<file path="src/rtl/ps2_rx_ctrl_pkg.sv">
// Shared definitions for the PS/2 receive path: FSM state encodings,
// frame geometry, idle bus level and the frame parity helper.
package ps2_rx_ctrl_pkg;

    // Receive sequencer states
    typedef enum logic [1:0] {
        ST_IDLE   = 2'd0,
        ST_DATA   = 2'd1,
        ST_PARITY = 2'd2,
        ST_STOP   = 2'd3
    } ps2_state_e;

    localparam int   FRAME_DATA_BITS = 8;
    localparam logic PS2_IDLE_LEVEL  = 1'b1;

    // PS/2 uses odd parity over data + parity bit: 1 means the frame is good
    function automatic logic parity_odd(input logic [FRAME_DATA_BITS-1:0] data,
                                        input logic                       par);
        return ^{data, par};
    endfunction

endpackage

</file>
<file path="src/rtl/ps2_sync_filter.sv">
// Single-line input conditioner: 2-FF synchroniser followed by a
// FILTER_LEN-sample level filter. The filtered level only changes after
// FILTER_LEN consecutive equal samples; fall pulses for one cycle in the
// first cycle the filtered level reads 0 after having been 1.
module ps2_sync_filter
    import ps2_rx_ctrl_pkg::*;
#(
    parameter int FILTER_LEN = 8
) (
    input  logic clk,
    input  logic rst_n,
    input  logic din,
    output logic level,
    output logic fall
);

    logic [1:0]            sync_q;
    logic [1:0]            sync_d;
    logic [FILTER_LEN-1:0] hist_q;
    logic [FILTER_LEN-1:0] hist_d;
    logic                  level_q;
    logic                  level_d;
    logic                  fall_q;
    logic                  fall_d;

    // Shift the synchronised sample into the history; flip the level on a full run
    always_comb begin
        sync_d  = {sync_q[0], din};
        hist_d  = {hist_q[FILTER_LEN-2:0], sync_q[1]};
        level_d = level_q;
        if (&hist_d) begin
            level_d = 1'b1;
        end else if (~|hist_d) begin
            level_d = 1'b0;
        end
        fall_d  = level_q & ~level_d;
    end

    // Registers reset to the idle (released) bus level so no false edge follows reset
    always_ff @(posedge clk or negedge rst_n) begin
        if (!rst_n) begin
            sync_q  <= {2{PS2_IDLE_LEVEL}};
            hist_q  <= {FILTER_LEN{PS2_IDLE_LEVEL}};
            level_q <= PS2_IDLE_LEVEL;
            fall_q  <= 1'b0;
        end else begin
            sync_q  <= sync_d;
            hist_q  <= hist_d;
            level_q <= level_d;
            fall_q  <= fall_d;
        end
    end

    assign level = level_q;
    assign fall  = fall_q;

endmodule

</file>
<file path="src/rtl/ps2_rx_ctrl.sv">
// PS/2 receive controller: conditions PS2_CLK/PS2_DAT, sequences the
// 11-bit frame (start, 8 data LSB first, odd parity, stop), checks parity
// and framing and hands good bytes out on a valid/ready interface.
// Optional frame timeout enabled by defining PS2_RX_TIMEOUT_EN.
module ps2_rx_ctrl
    import ps2_rx_ctrl_pkg::*;
#(
    parameter int FILTER_LEN     = 8,
    parameter int TIMEOUT_CYCLES = 100000
) (
    input  logic                       CLOCK_50,
    input  logic                       RESET_N,
    input  logic                       PS2_CLK,
    input  logic                       PS2_DAT,
    output logic [FRAME_DATA_BITS-1:0] rx_data,
    output logic                       rx_valid,
    input  logic                       rx_ready,
    output logic                       parity_err,
    output logic                       framing_err,
    output logic                       overrun,
    output logic                       busy
);

    localparam int CNT_W = $clog2(FRAME_DATA_BITS);

    logic clk_fall;
    logic dat_lvl;
    logic clk_lvl_unused;
    logic dat_fall_unused;

    ps2_sync_filter #(.FILTER_LEN(FILTER_LEN)) u_clk_filt (
        .clk   (CLOCK_50),
        .rst_n (RESET_N),
        .din   (PS2_CLK),
        .level (clk_lvl_unused),
        .fall  (clk_fall)
    );

    ps2_sync_filter #(.FILTER_LEN(FILTER_LEN)) u_dat_filt (
        .clk   (CLOCK_50),
        .rst_n (RESET_N),
        .din   (PS2_DAT),
        .level (dat_lvl),
        .fall  (dat_fall_unused)
    );

    ps2_state_e                 state_q, state_d;
    logic [CNT_W-1:0]           cnt_q, cnt_d;
    logic [FRAME_DATA_BITS-1:0] sr_q, sr_d;
    logic                       par_q, par_d;
    logic [FRAME_DATA_BITS-1:0] rx_data_q, rx_data_d;
    logic                       rx_valid_q, rx_valid_d;
    logic                       perr_q, perr_d;
    logic                       ferr_q, ferr_d;
    logic                       ovr_q, ovr_d;

    logic frame_good;
    logic tmo_hit;

`ifdef PS2_RX_TIMEOUT_EN
    localparam int TMO_W = $clog2(TIMEOUT_CYCLES);

    logic [TMO_W-1:0] tmo_q, tmo_d;

    // Idle-time counter: cleared by every clock edge and while idle
    always_comb begin
        tmo_d   = tmo_q + 1'b1;
        if (clk_fall || state_q == ST_IDLE) begin
            tmo_d = '0;
        end
        tmo_hit = (state_q != ST_IDLE) && !clk_fall &&
                  (tmo_q == TMO_W'(TIMEOUT_CYCLES - 1));
    end

    // Timeout counter register
    always_ff @(posedge CLOCK_50 or negedge RESET_N) begin
        if (!RESET_N) begin
            tmo_q <= '0;
        end else begin
            tmo_q <= tmo_d;
        end
    end
`else
    // Without the timeout a truncated frame waits for more edges or reset
    logic unused_tmo_cfg;
    assign unused_tmo_cfg = (TIMEOUT_CYCLES != 0);
    assign tmo_hit        = 1'b0;
`endif

    // Frame sequencer: next state, bit capture and per-frame verdict
    always_comb begin
        state_d    = state_q;
        cnt_d      = cnt_q;
        sr_d       = sr_q;
        par_d      = par_q;
        perr_d     = 1'b0;
        ferr_d     = 1'b0;
        frame_good = 1'b0;
        if (clk_fall) begin
            unique case (state_q)
                ST_IDLE: begin
                    if (!dat_lvl) begin
                        state_d = ST_DATA;
                        cnt_d   = '0;
                    end else begin
                        ferr_d  = 1'b1;
                    end
                end
                ST_DATA: begin
                    sr_d  = {dat_lvl, sr_q[FRAME_DATA_BITS-1:1]};
                    cnt_d = cnt_q + 1'b1;
                    if (cnt_q == CNT_W'(FRAME_DATA_BITS - 1)) begin
                        state_d = ST_PARITY;
                    end
                end
                ST_PARITY: begin
                    par_d   = dat_lvl;
                    state_d = ST_STOP;
                end
                ST_STOP: begin
                    state_d = ST_IDLE;
                    cnt_d   = '0;
                    if (!dat_lvl) begin
                        ferr_d = 1'b1;
                    end else if (!parity_odd(sr_q, par_q)) begin
                        perr_d = 1'b1;
                    end else begin
                        frame_good = 1'b1;
                    end
                end
                default: state_d = ST_IDLE;
            endcase
        end
        if (tmo_hit) begin
            state_d = ST_IDLE;
            cnt_d   = '0;
            ferr_d  = 1'b1;
        end
    end

    // Output handshake: load good bytes, flag drops while a byte is pending
    always_comb begin
        rx_data_d  = rx_data_q;
        rx_valid_d = rx_valid_q;
        ovr_d      = ovr_q;
        if (frame_good) begin
            if (!rx_valid_q || rx_ready) begin
                rx_data_d  = sr_q;
                rx_valid_d = 1'b1;
                ovr_d      = 1'b0;
            end else begin
                ovr_d      = 1'b1;
            end
        end else if (rx_valid_q && rx_ready) begin
            rx_valid_d = 1'b0;
            ovr_d      = 1'b0;
        end
    end

    // State and output registers
    always_ff @(posedge CLOCK_50 or negedge RESET_N) begin
        if (!RESET_N) begin
            state_q    <= ST_IDLE;
            cnt_q      <= '0;
            sr_q       <= '0;
            par_q      <= 1'b0;
            rx_data_q  <= '0;
            rx_valid_q <= 1'b0;
            perr_q     <= 1'b0;
            ferr_q     <= 1'b0;
            ovr_q      <= 1'b0;
        end else begin
            state_q    <= state_d;
            cnt_q      <= cnt_d;
            sr_q       <= sr_d;
            par_q      <= par_d;
            rx_data_q  <= rx_data_d;
            rx_valid_q <= rx_valid_d;
            perr_q     <= perr_d;
            ferr_q     <= ferr_d;
            ovr_q      <= ovr_d;
        end
    end

    assign rx_data     = rx_data_q;
    assign rx_valid    = rx_valid_q;
    assign parity_err  = perr_q;
    assign framing_err = ferr_q;
    assign overrun     = ovr_q;
    assign busy        = (state_q != ST_IDLE);

endmodule
</file>
<file path="config.mk">
export PLATFORM = sky130hd
export DESIGN_NAME = ps2_rx_ctrl
export DESIGN_NICKNAME = d
export VERILOG_FILES = /design/src/rtl/ps2_rx_ctrl_pkg.sv /design/src/rtl/ps2_sync_filter.sv /design/src/rtl/ps2_rx_ctrl.sv
export SDC_FILE = /design/constraint.sdc
export NUM_CORES = 1
export LEC_CHECK = 0
export ABC_AREA = 1
export CAP_MARGIN = 20
export CORE_MARGIN = 5
export CORE_UTILIZATION = 43
export DETAILED_ROUTE_END_ITERATION = 10
export PLACE_DENSITY = 0.61
export SLEW_MARGIN = 10
export SYNTH_ARGS = -nofsm -noshare
export SYNTH_HDL_FRONTEND = slang
export SYNTH_SLANG_ARGS = --single-unit
</file>
<file path="constraint.sdc">
create_clock -name CLOCK_50 -period 1.5 [get_ports CLOCK_50]
set_clock_uncertainty 0.1 [all_clocks]
set_input_delay 0.45 -clock CLOCK_50 [delete_from_list [all_inputs] [get_ports CLOCK_50]]
set_output_delay 0.45 -clock CLOCK_50 [all_outputs]
set_load 0.03 [all_outputs]
</file>
==> results.yml <==
status:
  status: "complete, but fails checks"
  violations: "negative setup slack"
critical_path:
  start_kind: "flop"
  endpoint_kind: "primary output"
  worstReg2RegStart: "sr_q[6]"
  crit_fanout: 2
  reg2reg_to: "rx_data[2]"
  r2r_slack_ns: -0.09
  worst_r2r_path_depth: 7
  crit_required_ns: 0.95
  arrival_ns: 1.09
  critPathKind: "flop to primary output"
route:
  ant_nets: 0
  wl_per_cell_um: 12.5
  drc_errors: 0
  routed_wl_um: 3920
  drt_iter0_drc: 74
  first_pass_iters: 4
  vias: 1510
  detail_route.vias_per_cell: 4.82
final_layout:
  drive_above_1_share_pct: 47.9
  n_fill_cell: 362
  fin_nets: 272
  antenna_cells: 0
  multiInputGateArea_um2: 880
  areaGrowthSynthToFinish_pct: 36.7
  area.sequential_mm2: 0.00121
  final_util_pct: 61.7
logic_synthesis:
  netlist.area_leader.share_pct: 33.7
  synth_xor_area_share_pct: 0.436
  synth_cell_types: 23
  avgSynthCellArea_um2: 9.70
  synth.area.mux_share_pct: 0
  synth_top_family_by_area: "simple AND/OR/NAND/NOR gates"
  yosys.area.top_type: "dfrtp_1"
  yosys-top-cells-area: "dfrtp_1, dfstp_2, nand2_1, nand3_1, inv_1"
  synth_compound_area_share_pct: 5.30
  synthSimpleGateAreaFrac_pct: 25.2
  synth-main-ff-cell: "dfrtp_1"
  ys.warnings.count: 0
  yosysMostFrequentCell: "nand2_1"
  async_flop_share_pct: 100
  yosys_register_bits: 47
  syn_area_mm2: 0.00201
  ys_top_cells_by_count: "nand2_1, dfrtp_1, inv_1"
  syn_nets: 219
  synthAdderAreaFrac_pct: 4.36
  synth_cells: 207
  synth_edf_count: 0
  ys_seq_area_share_pct: 59.9
power_and_ir_drop:
  p_leak_nw: 1.35
  pwr_density_cell_mw_per_mm2: 811
  ir_worst_vdd_mv: 0.683
global_routing:
  grt_pass1_vias: 1562
  antenna_found_initial: 0
  grt_max_degree: 48
  grt_overflow: 0
  top_usage_layer: "met2"
  met3_usage_pct: 4.58
  grt_use_met2_pct: 22.9
  use_met1_pct: 17.9
  track_usage_pct: 14.2
  grt_pass1_wl_um: 6870
clock_network:
  cts_hold_buf: 0
  insertion_delay_ns: 0.30
  cts_inserted_buffers: 5
  htreeDepth: 2
  clockBufferDepth: 2
  clk_pin_slew_worst_paths_ns: 0.09
  cts_num_sinks: 47
  clock-root-buffer: "clkbuf_8"
  cts_tree: "built"
sta:
  rsz0062_at_grt: "yes"
  layout_min_cycle_time_ns: 1.64
  final_max_slew_viol_count: 0
  finalCritPeriodShare_pct: 109
  setup_viol: 10
  finalHoldViolCount: 0
  setup_ws_ns: -0.141
  fmax_mhz: 609
  relSlewSlack_pct: 75.6
  tightest_slew_ns: 0.363
worst_hold_path:
  hold_path.class: "input pin to asynchronous set/reset pin"
placed_design:
  place.detailed.hpwl_um: 2580
  gp_congestion: 0.755
  dp_slack_ns: -0.131
  portBuffers: 17
run:
  cap_violations: 0
floorplan:
  die_area_mm2: 0.00613
  die_w_um: 78.3
  placementRows: 24
  start_util_pct: 45.2
  die_y_um: 78.3
  ios: 18
  fp.coreArea_mm2: 0.00444
report_power, final:
part           switching (mW)  internal [mW]
registers              0.0251           1.32
clock network           0.389          0.372
logic                  0.0674         0.0507
total                   0.481           1.74
worst max-delay path by stage:
| stage | from | to | slack [ns] | cells after the start |
|---|---|---|---|---|
| global placement | rx_ready | rx_data[2] | -0.15 | 6 |
| global route | state_q[0] | busy | -0.20 | 4 |
| detailed placement | rx_ready | rx_data[7] | -0.13 | 6 |
| floorplan | sr_q[0] | rx_data[0] | 0.07 | 10 |
| finish | state_q[0] | busy | -0.14 | 4 |
| CTS | state_q[1] | busy | -0.13 | 4 |
critical path, stage by stage, from the launching register on:
cell and delay, ns:
dfrtp_1 0.41, inv_2 0.09, ha_4 0.13, inv_2 0.03, buf_6 0.12
layer usage:
metal  share of wire (%)  up-vias  routed length [um]
met5                   0        -                   0
met4                 2.1        0                  84
met3                 4.3        9                 168
met2                  46       21                1820
met1                  47      708                1850
li1                    -      772                   -
timing repair:
item | 4_1_cts | 5_1_grt
resized for setup | 27 | 32
setup endpoints to repair | 14 | 17
setup buffers | 8 | 6
pin swaps | 6 | 15
registers in the layout (all words and copies together) (netlist names), 2 cells and up:
| signal | cells |
|---|---|
| u_clk_filt.sync_q | 2 |
| cnt_q | 3 |
| sr_q | 8 |
| u_dat_filt.hist_q | 7 |
| u_clk_filt.hist_q | 7 |
| u_dat_filt.sync_q | 2 |
| state_q | 2 |
| rx_data | 8 |
logic make-up (layout without fill, tap and decap cells):
kind of cell,count (synthesis),count (layout)
buffers and inverters,26,80
xor gates and xnor gates,1,1
DFF,47,47
and+or+nand+nor,106,106
AOI/OAI and AO/OA,20,20
adders and majority gates,7,7
area by class of cell:
type                    instances  share of cell area [%]
repair buffers                 47                    14.8
multi-input cells             134                    32.1
well taps                      52                    2.37
flip-flops and latches         47                    44.0
inverters                      25                    3.42
clock buffers                   7                    3.15
clock inverters                 1                   0.182
through the flow:
step / instances / total power, mW / cell area, um2 / hold WS (ns) / setup TNS (ns)
finish: 313 / 2.22 / 2740 / 0.0129 / -0.697
global route: 313 / 2.35 / 2740 / 0.0177 / -1.50
CTS: 307 / 2.25 / 2610 / 0.0171 / -0.662
detailed placement: 291 / 1.46 / 2360 / 0.248 / -1.05
global placement: 291 / 1.46 / 2360 / 0.246 / -1.14
floorplan: 207 / 1.40 / 2010 / 0.0544 / 0
layout by cell type (no fill, tap or decap), types with 7 or more instances in the layout:
cell type | synthesis | layout
nand3_1 | 19 | 9
inv_1 | 24 | 13
dfrtp_1 | 27 | 23
dfstp_2 | 20 | 20
nand2_1 | 62 | 49
nand3_2 | 2 | 11
nand2_2 | 2 | 11
buf_4 | 0 | 37
inv_2 | 1 | 12
o21ai_0 | 11 | 10
nor2_1 | 10 | 7
Note: power is estimated with default switching activity, not from simulation.
